--- src/rtl/recovery_sequencer.sv ---
// ----------------------------------------------------------------------------
// recovery_sequencer
//
// Purpose:
//   Sequences branch-mispredict recovery once retire reports a mispredicted
//   head branch. It flushes the back end, stalls retire/dispatch/fetch, and
//   copies the architected map table into the speculative map table,
//   RESTORE_WIDTH entries per cycle. It then issues a handshaked redirect to
//   fetch. Every output is decoded from the registered FSM state.
//
// Ports:
//   clock, reset       clock (rising edge) and asynchronous active-high reset
//   recoverReq         1-cycle request from retire, sampled only while idle
//   recoverTarget      correct next PC, latched together with recoverReq
//   archReadAddrs      arch map read addresses, one per restore lane
//   archReadData       arch map read data (combinational response)
//   specWriteEn/Addrs/Data  spec map write port, one per restore lane
//   robFlushAll        clears ROB, RS, LSQ and in-flight FUs (FLUSH only)
//   freelistRestore    freelist rebuild from the arch map (FLUSH only)
//   retireStall, dispatchStall, fetchStall  held for the whole recovery
//   redirectValid/redirectPC/redirectReady  fetch redirect handshake
//   busy               high whenever a recovery is in progress
// ----------------------------------------------------------------------------
module recovery_sequencer #(
   parameter int N             = 4,
   parameter int ARCH_COUNT    = 32,
   parameter int RESTORE_WIDTH = 8,
   parameter int PHYS_REGS     = 64,
   localparam int REG_IDX      = (ARCH_COUNT > 1) ? $clog2(ARCH_COUNT) : 1,
   localparam int PHYS_TAG     = (PHYS_REGS > 1) ? $clog2(PHYS_REGS) : 1
) (
   input  logic                                    clock,
   input  logic                                    reset,
   input  logic                                    recoverReq,
   input  logic [31:0]                             recoverTarget,
   output logic [RESTORE_WIDTH-1:0][REG_IDX-1:0]   archReadAddrs,
   input  logic [RESTORE_WIDTH-1:0][PHYS_TAG-1:0]  archReadData,
   output logic [RESTORE_WIDTH-1:0]                specWriteEn,
   output logic [RESTORE_WIDTH-1:0][REG_IDX-1:0]   specWriteAddrs,
   output logic [RESTORE_WIDTH-1:0][PHYS_TAG-1:0]  specWriteData,
   output logic                                    robFlushAll,
   output logic                                    freelistRestore,
   output logic                                    retireStall,
   output logic                                    dispatchStall,
   output logic                                    fetchStall,
   output logic                                    redirectValid,
   output logic [31:0]                             redirectPC,
   input  logic                                    redirectReady,
   output logic                                    busy
);

   // Number of restore chunks; the last one may be partial.
   localparam int R     = (ARCH_COUNT + RESTORE_WIDTH - 1) / RESTORE_WIDTH;
   localparam int CNT_W = $clog2(R) + 1;

   typedef enum logic [1:0] {
      ST_IDLE     = 2'd0,
      ST_FLUSH    = 2'd1,
      ST_RESTORE  = 2'd2,
      ST_REDIRECT = 2'd3
   } state_t;

   state_t             state_q, state_d;
   logic [CNT_W-1:0]   cnt_q, cnt_d;
   logic [31:0]        target_q, target_d;
   logic               last_chunk;
   logic               in_recovery;
   logic [N-1:0]       stall_lanes;

   assign last_chunk = (cnt_q == CNT_W'(R - 1));

   // State register: reset aborts any recovery immediately.
   always_ff @(posedge clock or posedge reset) begin
      if (reset) begin
         state_q  <= ST_IDLE;
         cnt_q    <= '0;
         target_q <= '0;
      end else begin
         state_q  <= state_d;
         cnt_q    <= cnt_d;
         target_q <= target_d;
      end
   end

   // Next-state logic. A request arriving while busy is dropped: retire is
   // stalled during recovery, so such a request can only be a protocol error.
   always_comb begin
      state_d  = state_q;
      cnt_d    = cnt_q;
      target_d = target_q;
      case (state_q)
         ST_IDLE: begin
            if (recoverReq) begin
               target_d = recoverTarget;
               state_d  = ST_FLUSH;
            end
         end
         ST_FLUSH: begin
            cnt_d   = '0;
            state_d = ST_RESTORE;
         end
         ST_RESTORE: begin
            // Counter parks on the last chunk rather than wrapping.
            if (last_chunk) begin
               state_d = ST_REDIRECT;
            end else begin
               cnt_d = cnt_q + CNT_W'(1);
            end
         end
         ST_REDIRECT: begin
            if (redirectReady) begin
               state_d = ST_IDLE;
            end
         end
         default: state_d = ST_IDLE;
      endcase
   end

   assign in_recovery = (state_q != ST_IDLE);
   // One stall bit per superscalar lane; every lane stalls together, so the
   // ports carry the collapsed value.
   assign stall_lanes = {N{in_recovery}};

   // Output decode from registered state.
   always_comb begin
      archReadAddrs   = '0;
      specWriteEn     = '0;
      specWriteAddrs  = '0;
      specWriteData   = '0;
      robFlushAll     = 1'b0;
      freelistRestore = 1'b0;
      redirectValid   = 1'b0;
      redirectPC      = '0;
      retireStall     = |stall_lanes;
      dispatchStall   = |stall_lanes;
      fetchStall      = |stall_lanes;
      busy            = in_recovery;

      case (state_q)
         ST_FLUSH: begin
            robFlushAll     = 1'b1;
            freelistRestore = 1'b1;
         end
         ST_RESTORE: begin
            // Lanes past ARCH_COUNT in a partial last chunk stay fully zero.
            for (int k = 0; k < RESTORE_WIDTH; k++) begin
               int idx;
               idx = int'(cnt_q) * RESTORE_WIDTH + k;
               if (idx < ARCH_COUNT) begin
                  archReadAddrs[k]  = REG_IDX'(idx);
                  specWriteAddrs[k] = REG_IDX'(idx);
                  specWriteEn[k]    = 1'b1;
                  specWriteData[k]  = archReadData[k];
               end
            end
         end
         ST_REDIRECT: begin
            redirectValid = 1'b1;
            redirectPC    = target_q;
         end
         default: ;
      endcase
   end

endmodule

--- config.mk ---
export PLATFORM = sky130hd
export DESIGN_NAME = recovery_sequencer
export DESIGN_NICKNAME = d
export VERILOG_FILES = /design/src/rtl/recovery_sequencer.sv
export SDC_FILE = /design/constraint.sdc
export NUM_CORES = 1
export LEC_CHECK = 0
export BUFFER_PORTS_ARGS = -buffer_cell sky130_fd_sc_hd__clkbuf_2
export CAP_MARGIN = 0
export CORE_MARGIN = 8
export CORE_UTILIZATION = 33
export DETAILED_ROUTE_END_ITERATION = 10
export PLACE_DENSITY = 0.72
export SYNTH_ARGS = -nofsm -noshare
export SYNTH_HDL_FRONTEND = slang
export SYNTH_SLANG_ARGS = --single-unit
--- constraint.sdc ---
create_clock -name clock -period 4.14 [get_ports clock]
set_input_delay 0.207 -clock clock [delete_from_list [all_inputs] [get_ports clock]]
set_output_delay 0.207 -clock clock [all_outputs]
set_load 0.01 [all_outputs]
After elaboration in Yosys (flattened, before gate mapping)
Cells that the tools add are included.
{"block": "totals", "reg_bits": 37, "inputBits": 84, "out_inout_bits": 175, "elab_cells": 69}
{"block": "classes", "n_addsub": 8, "n_lt_le_gt_ge": 8, "eq_ne": 8, "mux": 36, "n_reduce_logical": 6}
{"cell": "< comparator 7 x 6 -> 1 bit, second input constant", "count": 7}
{"cell": "two-way mux 48 bit", "count": 1}
{"cell": "two-way mux 6 bit", "count": 8}
{"cell": "two-way mux 40 bit", "count": 1}
{"cell": "two-way mux 5 bit", "count": 8}
{"cell": "two-way mux 32 bit", "count": 1}
{"cell": "adder 6 x 3 -> 7 bit, second input constant", "count": 4}
{"cell": "adder 6 x 2 -> 7 bit, second input constant", "count": 2}
{"cell": "two-way mux 1 bit", "count": 10}
{"cell": "two-way mux 8 bit", "count": 1}
{"cell": "!= test 2 bit, second input constant", "count": 4}
{"cell": "case mux 2 bit (4 select lines)", "count": 1}
{"cell": "adder 6 x 1 -> 7 bit, second input constant", "count": 1}
{"cell": "< comparator 6 bit, second input constant", "count": 1}
{"cell": "two-way mux 2 bit", "count": 3}
{"cell": "case mux 3 bit (2 select lines)", "count": 1}
{"cell": "== test 2 bit, second input constant", "count": 2}
{"cell": "AND reduction 2 bit", "count": 2}
{"cell": "nonzero test 2 bit", "count": 2}
{"cell": "adder 3 x 1 -> 3 bit, second input constant", "count": 1}
{"cell": "== test 3 x 2 -> 1 bit, second input constant", "count": 1}
{"cell": "two-way mux 3 bit", "count": 1}
{"cell": "AND reduction 3 bit", "count": 1}
{"cell": "== test 2 x 1 -> 1 bit, second input constant", "count": 1}
{"cell": "logical NOT 2 bit", "count": 1}

Longest topological paths before layout
Gate-level depths: netlist of run 1.
{"block": "logic_depth", "depth_word": 4, "depth_mapped": 6}

Least setup slack after synthesis of run 1
OpenSTA, ideal clock, no wires.
{"block": "synth_timing", "kind": "flip-flop to output port", "from": "reg state_q[0]", "to": "out archReadAddrs[11] in the netlist's numbering", "arrival_time_ns": 2.209, "slack_ns": 1.724, "stages_incl_launch_ff": 6, "path_buffers": 1, "cell_sequence": "dfrtp_1 > inv_1 > ha_1 > inv_1 > nor2_1 > buf_4"}
{"element": "start, declared", "line_no": "63", "rtl": "state_t state_q, state_d;"}
{"element": "start signal, assigned", "line_no": "79", "rtl": "state_q <= state_d;"}
{"element": "end, declared", "line_no": "36", "rtl": "output logic [RESTORE_WIDTH-1:0][REG_IDX-1:0] archReadAddrs,"}

==> results.rst, run 1 <==
.. list-table::
   :header-rows: 1

   * - Metric
     - Value
   * - Status
     - finished with violations
   * - Violations in the final reports
     - negative hold slack
   * - Power density normalized to cell area
     - 750 nW/um2
   * - Seq cells post-synth
     - 37
   * - Startpoint Class
     - flip-flop
   * - Area of the multi-input gates
     - 1280 um2
   * - Worst min-delay path category
     - in -> async
   * - Final Non-Filler Cells
     - 555
   * - DR pass1 iterations
     - 4
   * - Placed wire-length estimate
     - 7.61 mm
   * - Number of instances in the synthesized netlist
     - 284
   * - Clock network fraction of total power
     - 11.6%
   * - Max Clock Skew
     - 0.0119 ns
   * - Max-cap violations
     - 0
   * - Total negative slack
     - 0 ns
   * - Core Util, Final
     - 42.6%
   * - Setup repair after global routing missed its margin
     - no
   * - Net switching power figure
     - 1.18 mW
   * - Share of the yosys chip area belonging to registers
     - 31.9%
   * - Worst setup margin
     - 1.64 ns
   * - Clock transition at the registers of the reported paths
     - 0.08 ns
   * - Vertical die dimension
     - 110 um
   * - Final ANT Viol Nets
     - 0
   * - Via count of the first global-routing pass
     - 2,346
   * - Netlist cell types
     - 18
   * - Storage cell area
     - 926 um2
   * - DIE AREA
     - 12,000 um2
   * - Syn-to-layout area delta
     - 26.8%
   * - Wire length of the first global-routing pass
     - 13.1 mm
   * - Fraction of power spent switching nets
     - 42.7%
   * - Total number of vias
     - 2,341
   * - Slew of the pin with the lowest slew margin
     - 1.07 ns
   * - Post-synthesis instance area
     - 2900 um2
   * - Final-layout fill cell count
     - 864
   * - CP Max Fanout
     - 32
   * - Global-route total usage across every layer
     - 13.9%
   * - Minimum period implied by the final worst setup slack
     - 2.50 ns
   * - Routed wire length per instance
     - 16.5 um
   * - Critical path class
     - reg -> out
   * - Hold Worst Slack
     - -0.00397 ns
   * - Pleak
     - 2.42 nW
   * - Summed area of non-filler cells in the final layout
     - 3680 um2
   * - Core box area
     - 8640 um2
   * - Critical Path AT
     - 2.29 ns
   * - Pin count of the biggest net entering global routing
     - 52
   * - Number of buffers added by the clock tree synthesis step
     - 5
   * - Count of final max-slew check failures
     - 0
   * - GPL Wtd Cong
     - 0.758
   * - Placement Rows
     - 34
   * - Syn avg cell area
     - 10.2 um2
   * - IO buf count
     - 234
   * - DRT Wirelength
     - 9.18 mm
   * - Pint
     - 1.58 mW
   * - Placement-stage worst setup slack
     - 1.92 ns
   * - # nets final
     - 537
   * - Post-CTS Setup Bufs
     - 0
   * - TritonCTS sink count
     - 37
   * - Number of antenna diodes
     - 0
   * - Starting DRT DRC Count
     - 74
   * - Antenna violations before repair
     - 0
   * - Combinational share of power
     - 65.0%
   * - Number of design rule violations left after detail routing
     - 0
   * - Max IR drop VDD
     - 439 uV
   * - Share of layout cells above drive strength 1
     - 63.1%
   * - Buffer levels on the longest clock path
     - 2
   * - Number of ports placed on the die boundary
     - 259
   * - Worst slew margin relative to its limit
     - 28.6%
   * - Worst skew pair latency
     - 0.29 ns
   * - Vias per std cell
     - 4.22
   * - Highest Clock Rate
     - 400 MHz
   * - Total cell area at the placement stage
     - 3560 um2
   * - Buffer type at the clock tree root
     - clkbuf_8
   * - Overflow after GRT
     - 0
   * - Number of warning messages in the yosys log
     - 0
   * - Final hold violation count
     - 4
   * - Clock tree from TritonCTS
     - yes
   * - Die outline width
     - 110 um
   * - Number of gates resized after CTS
     - 0
   * - Internal reg-to-reg setup slack
     - 1.90 ns
   * - Number of H-tree levels
     - 2
   * - Number of buffers inserted by hold repair at cts
     - 0
   * - Setup crit end kind
     - primary output
   * - Power consumption
     - 2.76 mW
   * - Number of placed instances with taps included
     - 547
   * - Share of the clock period used by the worst path after layout
     - 60.3%
   * - Initial core utilization
     - 33.6%
   * - Data required time at the worst endpoint
     - 3.93 ns
   * - Reg power frac
     - 23.5%
   * - Number of setup violations in the final report
     - 0
-- layer usage --
metal  global-route usage [%]  up-vias  share of wire, %
met5                        0        -                 0
met4                     3.18        0              0.58
met3                     4.81        7                11
met2                     24.7      133                50
met1                     15.6     1067                38
li1                         -     1134                 -
-- worst max-delay path, stage by stage (launching register included) --
cell and delay, ns:
dfrtp_1 0.41, inv_1 0.13, ha_1 0.68, inv_1 0.14, nor2_1 0.16, buf_4 0.30, clkbuf_2 0.19
-- flip-flops by register name, summed over array words and instances (netlist names) --
signal    count
target_q     32
cnt_q         3
state_q       2
-- Yosys cell counts --
library cell | number | area (um2)
a21oi_1 | 1 | 5.00
a221oi_4 | 1 | 26.3
a22o_1 | 2 | 17.5
and2_1 | 32 | 200
and3_1 | 50 | 313
buf_4 | 89 | 668
buf_6 | 3 | 33.8
clkbuf_1 | 13 | 48.8
conb_1 | 1 | 3.75
dfrtp_1 | 37 | 926
ha_1 | 7 | 87.6
inv_1 | 9 | 33.8
mux2_2 | 3 | 33.8
mux2_4 | 31 | 465
mux2i_1 | 1 | 10.0
nand2_2 | 1 | 6.26
nor2_1 | 2 | 7.51
nor2b_4 | 1 | 13.8
-- layout make-up --
class / instances / share of cell area (%)
inverter: 9 / 0.919
clock buffer: 5 / 1.87
tap: 108 / 3.67
sequential: 37 / 25.2
timing repair buffer: 237 / 32.5
multi-input combinational: 156 / 34.7
clock inverter: 3 / 1.19
-- final timing paths --
path / cells past startpoint / endpoint / startpoint
worst min register to register: 1 / target_q[7] / target_q[7]
min in group clock: 2 / target_q[18] / recoverTarget[18]
max in group asynchronous: 3 / cnt_q[1] / reset
worst max-delay path: 6 / specWriteAddrs[37] / state_q[0]
worst min-delay path: 3 / target_q[13] / reset
worst max register to register: 5 / state_q[1] / cnt_q[2]
-- cells in the final DEF (no fill, tap or decap), drive strengths merged, types with 3 or more instances in the layout --
cell type / instances
clkbuf: 239
buf: 3
conb: 24
inv: 10
dfrtp: 37
ha: 7
and2: 32
mux2: 34
and3: 50
-- power groups by stage --
| stage | Sequential [mW] | Combinational [mW] | Clock, mW |
|---|---|---|---|
| 3_5_place_dp | 0.646 | 1.82 | 0 |
| 2_1_floorplan | 0.616 | 1.51 | 0 |
| 5_1_grt | 0.672 | 1.95 | 0.347 |
| 4_1_cts | 0.647 | 1.83 | 0.331 |
| 3_3_place_gp | 0.645 | 1.79 | 0 |
| 6_report | 0.648 | 1.79 | 0.320 |
-- logic make-up (layout without fill, tap and decap cells) --
kind of cell / count (synthesis) / after routing / synth area share [%]
flops: 37 / 37 / 31.9
other cells: 1 / 24 / 0.129
simple gates: 86 / 86 / 18.6
fa+ha+maj: 7 / 7 / 3.02
compound gates: 4 / 4 / 1.68
mux: 35 / 35 / 17.6
buf+inv: 114 / 254 / 27.0
(Power assumes the default switching activity.)
==> inputs of run 2 (changes only) <==
ABC_AREA = 1   (was not set)
PLACE_DENSITY = 0.71   (was 0.72)
clock period = 2.4 ns   (was 4.14 ns; I/O delays follow)
==> results.rst, run 2 <==
.. list-table::
   :header-rows: 1

   * - Metric
     - Value
   * - Via count of the first global-routing pass
     - 2,993
   * - Max IR drop VDD
     - 525 uV
   * - Most common cell after layout, fill and taps aside
     - clkbuf_2
   * - Core box area
     - 9020 um2
   * - Final Non-Filler Cells
     - 724
   * - Startpoint Class
     - flip-flop
   * - Buffer levels on the longest clock path
     - 2
   * - Syn-to-layout area delta
     - 25.6%
   * - Biggest regs
     - target_q: 32 flops, cnt_q: 3 flops, state_q: 2 flops
   * - Number of setup violations in the final report
     - 0
   * - DRT Wirelength
     - 9.55 mm
   * - Flip-flop cell with the highest count after synthesis
     - dfrtp_1
   * - Initial core utilization
     - 33.3%
   * - Critical path class
     - reg -> out
   * - Critical-path cell with the highest stage delay
     - dfrtp_1
   * - # nets final
     - 703
   * - Core Util, Final
     - 41.9%
   * - Final ANT Viol Nets
     - 0
   * - Max Clock Skew
     - 0.00314 ns
   * - DIE AREA
     - 12,400 um2
   * - Number of placed instances with taps included
     - 715
   * - Setup repair after global routing missed its margin
     - no
   * - Worst skew pair latency
     - 0.28 ns
   * - GPL Wtd Cong
     - 0.747
   * - Post-synthesis instance area
     - 3010 um2
   * - Max-cap violations
     - 0
   * - Total negative slack
     - 0 ns
   * - Antenna violations before repair
     - 0
   * - Routed wire length per instance
     - 13.2 um
   * - Top register by number of flip-flops
     - target_q
   * - Pleak
     - 2.71 nW
   * - Top post-synthesis cells by count
     - nand2_1, buf_4, nor2_1, inv_1, dfrtp_1
   * - Wire length of the first global-routing pass
     - 15.6 mm
   * - Cell type with the largest total area after synthesis
     - dfrtp_1
   * - Delay of the slowest critical-path stage
     - 0.40 ns
   * - Overflow after GRT
     - 0
   * - Share of layout cells above drive strength 1
     - 42.1%
   * - Number of gates resized after CTS
     - 0
   * - Number of design rule violations left after detail routing
     - 0
   * - Starting DRT DRC Count
     - 194
   * - Placed wire-length estimate
     - 7.83 mm
   * - Data required time at the worst endpoint
     - 2.28 ns
   * - Post-synth ARST share
     - 100%
   * - Worst min-delay path category
     - in -> reg
   * - Highest Clock Rate
     - 522 MHz
   * - Buffer type at the clock tree root
     - clkbuf_8
   * - CP bufs+invs
     - 4
   * - CP Max Fanout
     - 50
   * - Count of final max-slew check failures
     - 0
   * - Total number of vias
     - 3,019
   * - List of cells traversed by the critical path
     - inv_1 -> ha_1 -> inv_2 -> buf_4 -> nor2_1 -> clkbuf_2
   * - Critical Path AT
     - 1.80 ns
   * - Number of ports placed on the die boundary
     - 259
   * - Worst slew margin relative to its limit
     - 60.7%
   * - Share of the clock period used by the worst path after layout
     - 79.9%
   * - Setup crit end kind
     - primary output
   * - Number of instances in the synthesized netlist
     - 451
   * - Syn avg cell area
     - 6.67 um2
   * - Proportion of netlist area held by the largest area contributor
     - 30.8%
   * - Vertical die dimension
     - 111 um
   * - Synth top area cells
     - dfrtp_1, buf_4, nand2_1, nor2_1, nand3_1
   * - Summed area of non-filler cells in the final layout
     - 3780 um2
   * - Number of antenna diodes
     - 0
   * - TritonCTS sink count
     - 37
   * - Hold Worst Slack
     - 0.0520 ns
   * - Netlist cell types
     - 17
   * - Slew of the pin with the lowest slew margin
     - 0.588 ns
   * - Placement Rows
     - 35
   * - Die outline width
     - 111 um
   * - Final hold violation count
     - 0
   * - DR pass1 iterations
     - 4
   * - Clock tree from TritonCTS
     - yes
   * - Status
     - complete, no violations
   * - Number of buffers added by the clock tree synthesis step
     - 5
   * - Number of warning messages in the yosys log
     - 0
   * - IO buf count
     - 234
   * - Share of the yosys chip area belonging to registers
     - 30.8%
   * - Number of H-tree levels
     - 2
   * - Flip-flop count of the largest register, all copies and words added
     - 32
   * - Commonest cells after routing, fill and taps aside
     - clkbuf_2, nand2_1, nor2_1
   * - Cell family contributing the most delay on the critical path
     - buffers and inverters
   * - Vias per std cell
     - 4.17
   * - Total cell area at the placement stage
     - 3650 um2
   * - Clock transition at the registers of the reported paths
     - 0.07 ns
   * - Number of synthesized flops with an enable pin
     - 0
   * - Seq cells post-synth
     - 37
   * - Global-route total usage across every layer
     - 14.5%
   * - Pin count of the biggest net entering global routing
     - 51
   * - Most frequent cell after synthesis
     - nand2_1
   * - Power density normalized to cell area
     - 1210 nW/um2
   * - Minimum period implied by the final worst setup slack
     - 1.92 ns
## run 2: power breakdown
group,switching [mW],internal (mW),total (mW)
Sequential,0.171,0.919,1.09
Combinational,1.88,1.04,2.92
Clock,0.220,0.339,0.559
## run 2: worst paths after layout
check                                        from                end  slack, ns  cells after the start
worst max-delay path                   state_q[0]  specWriteData[41]       0.48                      6
min in group asynchronous                   reset           cnt_q[2]       0.42                      3
worst min-delay path            recoverTarget[10]       target_q[10]       0.05                      3
max in group asynchronous                   reset        target_q[4]       1.24                      4
worst min register to register        target_q[9]        target_q[9]       0.47                      2
worst max register to register         state_q[0]           cnt_q[2]       0.72                      7
## run 2: area by class of cell
type	count	area [um2]
multi-input combinational	277	1170
inverter	46	173
sequential	37	926
clock inverter	1	30.0
clock buffer	7	86.3
timing repair buffer	245	1260
fill	978	5240
tap	111	139
## run 2: kinds of logic (layout without fill, tap and decap cells)
family | Yosys count | in the layout | share of synthesized area (%)
buffers and inverters | 160 | 299 | 33.2
and+or+nand+nor | 243 | 243 | 32.2
DFF | 37 | 37 | 30.8
other | 1 | 24 | 0.125
AOI/OAI and AO/OA | 3 | 3 | 0.749
adders and majority gates | 7 | 7 | 2.91
## run 2: what timing repair did
item | CTS | global route
hold buffers | 1 | 0
buffers inserted | 0 | 0
hold endpoints to repair | 12 | 0
## run 2: metal layers
layer / vias to the layer above / GRT usage (%) / routed length, um
met5: - / 0 / 0
met2: 148 / 24.9 / 4670
met3: 4 / 5.65 / 897
met1: 1333 / 16.6 / 3930
met4: 0 / 2.76 / 51
li1: 1534 / - / -
## run 2: through the flow
step / power [mW] / worst slack, ns
6_report: 4.57 / 0.483
4_1_cts: 4.66 / 0.447
2_1_floorplan: 3.55 / 0.00876
3_5_place_dp: 4.08 / 0.701
3_3_place_gp: 4.00 / 0.801
5_1_grt: 4.98 / 0.329
## run 2: tightest hold or removal path: stages
cell	delay, ns
clkbuf_2	0.08
nand3_1	0.05
nand2_1	0.05
==> inputs of run 3 (changes only) <==
ABC_AREA = 0   (was 1)
PLACE_DENSITY = 0.72   (was 0.71)
clock period = 1.95 ns   (was 2.4 ns; I/O delays follow)
==> results.rst, run 3 (synthesized netlist as in run 1, its figures left out) <==
.. list-table::
   :header-rows: 1

   * - Metric
     - Value
   * - Core box area
     - 8640 um2
   * - Clock tree from TritonCTS
     - yes
   * - Wire length of the first global-routing pass
     - 12.8 mm
   * - DIE AREA
     - 12,000 um2
   * - Biggest regs
     - target_q: 32 flops, cnt_q: 3 flops, state_q: 2 flops
   * - Count of final max-slew check failures
     - 0
   * - Minimum period implied by the final worst setup slack
     - 1.80 ns
   * - Highest Clock Rate
     - 557 MHz
   * - Commonest cells after routing, fill and taps aside
     - clkbuf_2, and3_1, dfrtp_1
   * - Overflow after GRT
     - 0
   * - Via count of the first global-routing pass
     - 2,340
   * - Status
     - complete, no violations
   * - Buffer type at the clock tree root
     - clkbuf_8
   * - Pleak
     - 2.44 nW
   * - Cell family contributing the most delay on the critical path
     - buffers and inverters
   * - TritonCTS sink count
     - 37
   * - Critical Path AT
     - 1.70 ns
   * - Cells on Worst Hold Path
     - 2
   * - Clock transition at the registers of the reported paths
     - 0.08 ns
   * - Critical path class
     - reg -> out
   * - Max IR drop VDD
     - 913 uV
   * - Number of cell instances on the worst register-to-register path
     - 5
   * - Worst skew pair latency
     - 0.28 ns
   * - Post-CTS Setup Bufs
     - 0
   * - Share of layout cells above drive strength 1
     - 64.2%
   * - Number of ports placed on the die boundary
     - 259
   * - Startpoint Class
     - flip-flop
   * - GPL Wtd Cong
     - 0.803
   * - DR pass1 iterations
     - 4
   * - CP Depth
     - 5
   * - Number of design rule violations left after detail routing
     - 0
   * - Syn-to-layout area delta
     - 28.7%
   * - Flip-flop count of the largest register, all copies and words added
     - 32
   * - Final hold violation count
     - 0
   * - List of cells traversed by the critical path
     - inv_1 -> ha_2 -> buf_8 -> and3_1 -> clkbuf_2
   * - Power density normalized to cell area
     - 1550 nW/um2
   * - CP Max Fanout
     - 48
   * - Final-layout fill cell count
     - 865
   * - IO buf count
     - 234
   * - Starting DRT DRC Count
     - 52
   * - Buffer levels on the longest clock path
     - 2
   * - Worst min-delay path category
     - in -> reg
   * - Routed wire length per instance
     - 15.9 um
   * - DRT Wirelength
     - 8.92 mm
   * - Initial core utilization
     - 33.6%
   * - # nets final
     - 542
   * - Number of setup violations in the final report
     - 0
   * - Setup repair after global routing missed its margin
     - no
   * - Global-route total usage across every layer
     - 13.6%
   * - Top register by number of flip-flops
     - target_q
   * - Number of H-tree levels
     - 2
   * - Number of buffers added by the clock tree synthesis step
     - 5
   * - Data required time at the worst endpoint
     - 1.85 ns
   * - Vertical die dimension
     - 110 um
   * - Max-cap violations
     - 0
   * - Share of the clock period used by the worst path after layout
     - 92.1%
   * - Critical-path cell with the highest stage delay
     - dfrtp_1
   * - Vias per std cell
     - 4.18
   * - Die outline width
     - 110 um
   * - Placement Rows
     - 34
   * - Antenna violations before repair
     - 0
   * - Placed wire-length estimate
     - 7.62 mm
   * - Pin count of the biggest net entering global routing
     - 49
   * - Final ANT Viol Nets
     - 0
   * - Max Clock Skew
     - 0.00394 ns
   * - Most common cell after layout, fill and taps aside
     - clkbuf_2
   * - Delay of the slowest critical-path stage
     - 0.41 ns
   * - Total number of vias
     - 2,342
   * - Storage cell area
     - 926 um2
   * - Setup crit end kind
     - primary output
   * - Power consumption
     - 5.80 mW
   * - Total negative slack
     - 0 ns
   * - CP bufs+invs
     - 3
   * - Number of antenna diodes
     - 0
   * - Area of the multi-input gates
     - 1280 um2
[run 3: cell count changes in the layout (fill, tap and decap cells not counted), sizes merged, moves of 3 or more]
| cell | before | now |
|---|---|---|
| inv | 46 | 9 |
| nand2 | 157 | 1 |
| nor2 | 51 | 2 |
| mux2 | 0 | 34 |
| nand3 | 33 | 0 |
| buf | 10 | 7 |
| and3 | 0 | 50 |
| and2 | 0 | 32 |
[run 3: final timing paths]
kind,slack (ns),end,start
max in group asynchronous,1.15,target_q[24],reset
worst max-delay path,0.15,specWriteData[22],state_q[0]
worst min-delay path,0.04,target_q[11],recoverTarget[11]
worst min register to register,0.51,target_q[4],target_q[4]
min in group asynchronous,0.47,target_q[3],reset
worst max register to register,0.27,target_q[29],state_q[0]
[run 3: layout make-up]
cell class              instances  share of cell area, %
inverters                       9                  0.905
clock buffers                   6                   2.21
well taps                     108                   3.62
multi-input cells             156                   34.4
clock inverters                 2                  0.369
flip-flops and latches         37                   24.8
repair buffers                242                   33.7
[run 3: power by group]
group          switching (mW)  internal [mW]  total (mW)
Combinational            1.98           1.87        3.85
Sequential              0.228           1.16        1.39
Clock                   0.278          0.286       0.564
Total                    2.49           3.31        5.80
[run 3: layer usage]
metal	vias up	wire length, um	GRT usage (%)
met5	-	0	0
met4	0	111	3.57
met3	10	1010	4.10
met2	132	4290	23.2
met1	1054	3520	16.3
li1	1146	-	-
[run 3: per-stage QoR]
stage                     instance area (um2)  hold WS, ns  worst slack (ns)  utilization (%)  cells
final                                    3730       0.0354             0.155             43.2    560
after global routing                     3730       0.0212            0.0310             43.2    560
after CTS                                3720       0.0247            0.0260             43.1    560
after detailed placement                 3610        0.223             0.252             41.8    551
after global placement                   3610        0.206             0.329             41.8    551
after floorplan                          2990        0.246            0.0806                -    307
[run 3: what timing repair did]
action,in CTS,in global routing
cloned,0,0
hold buffers,1,0
endpoints found under the setup margin,22,57
resized for setup,3,3
endpoints found under the hold margin,37,0
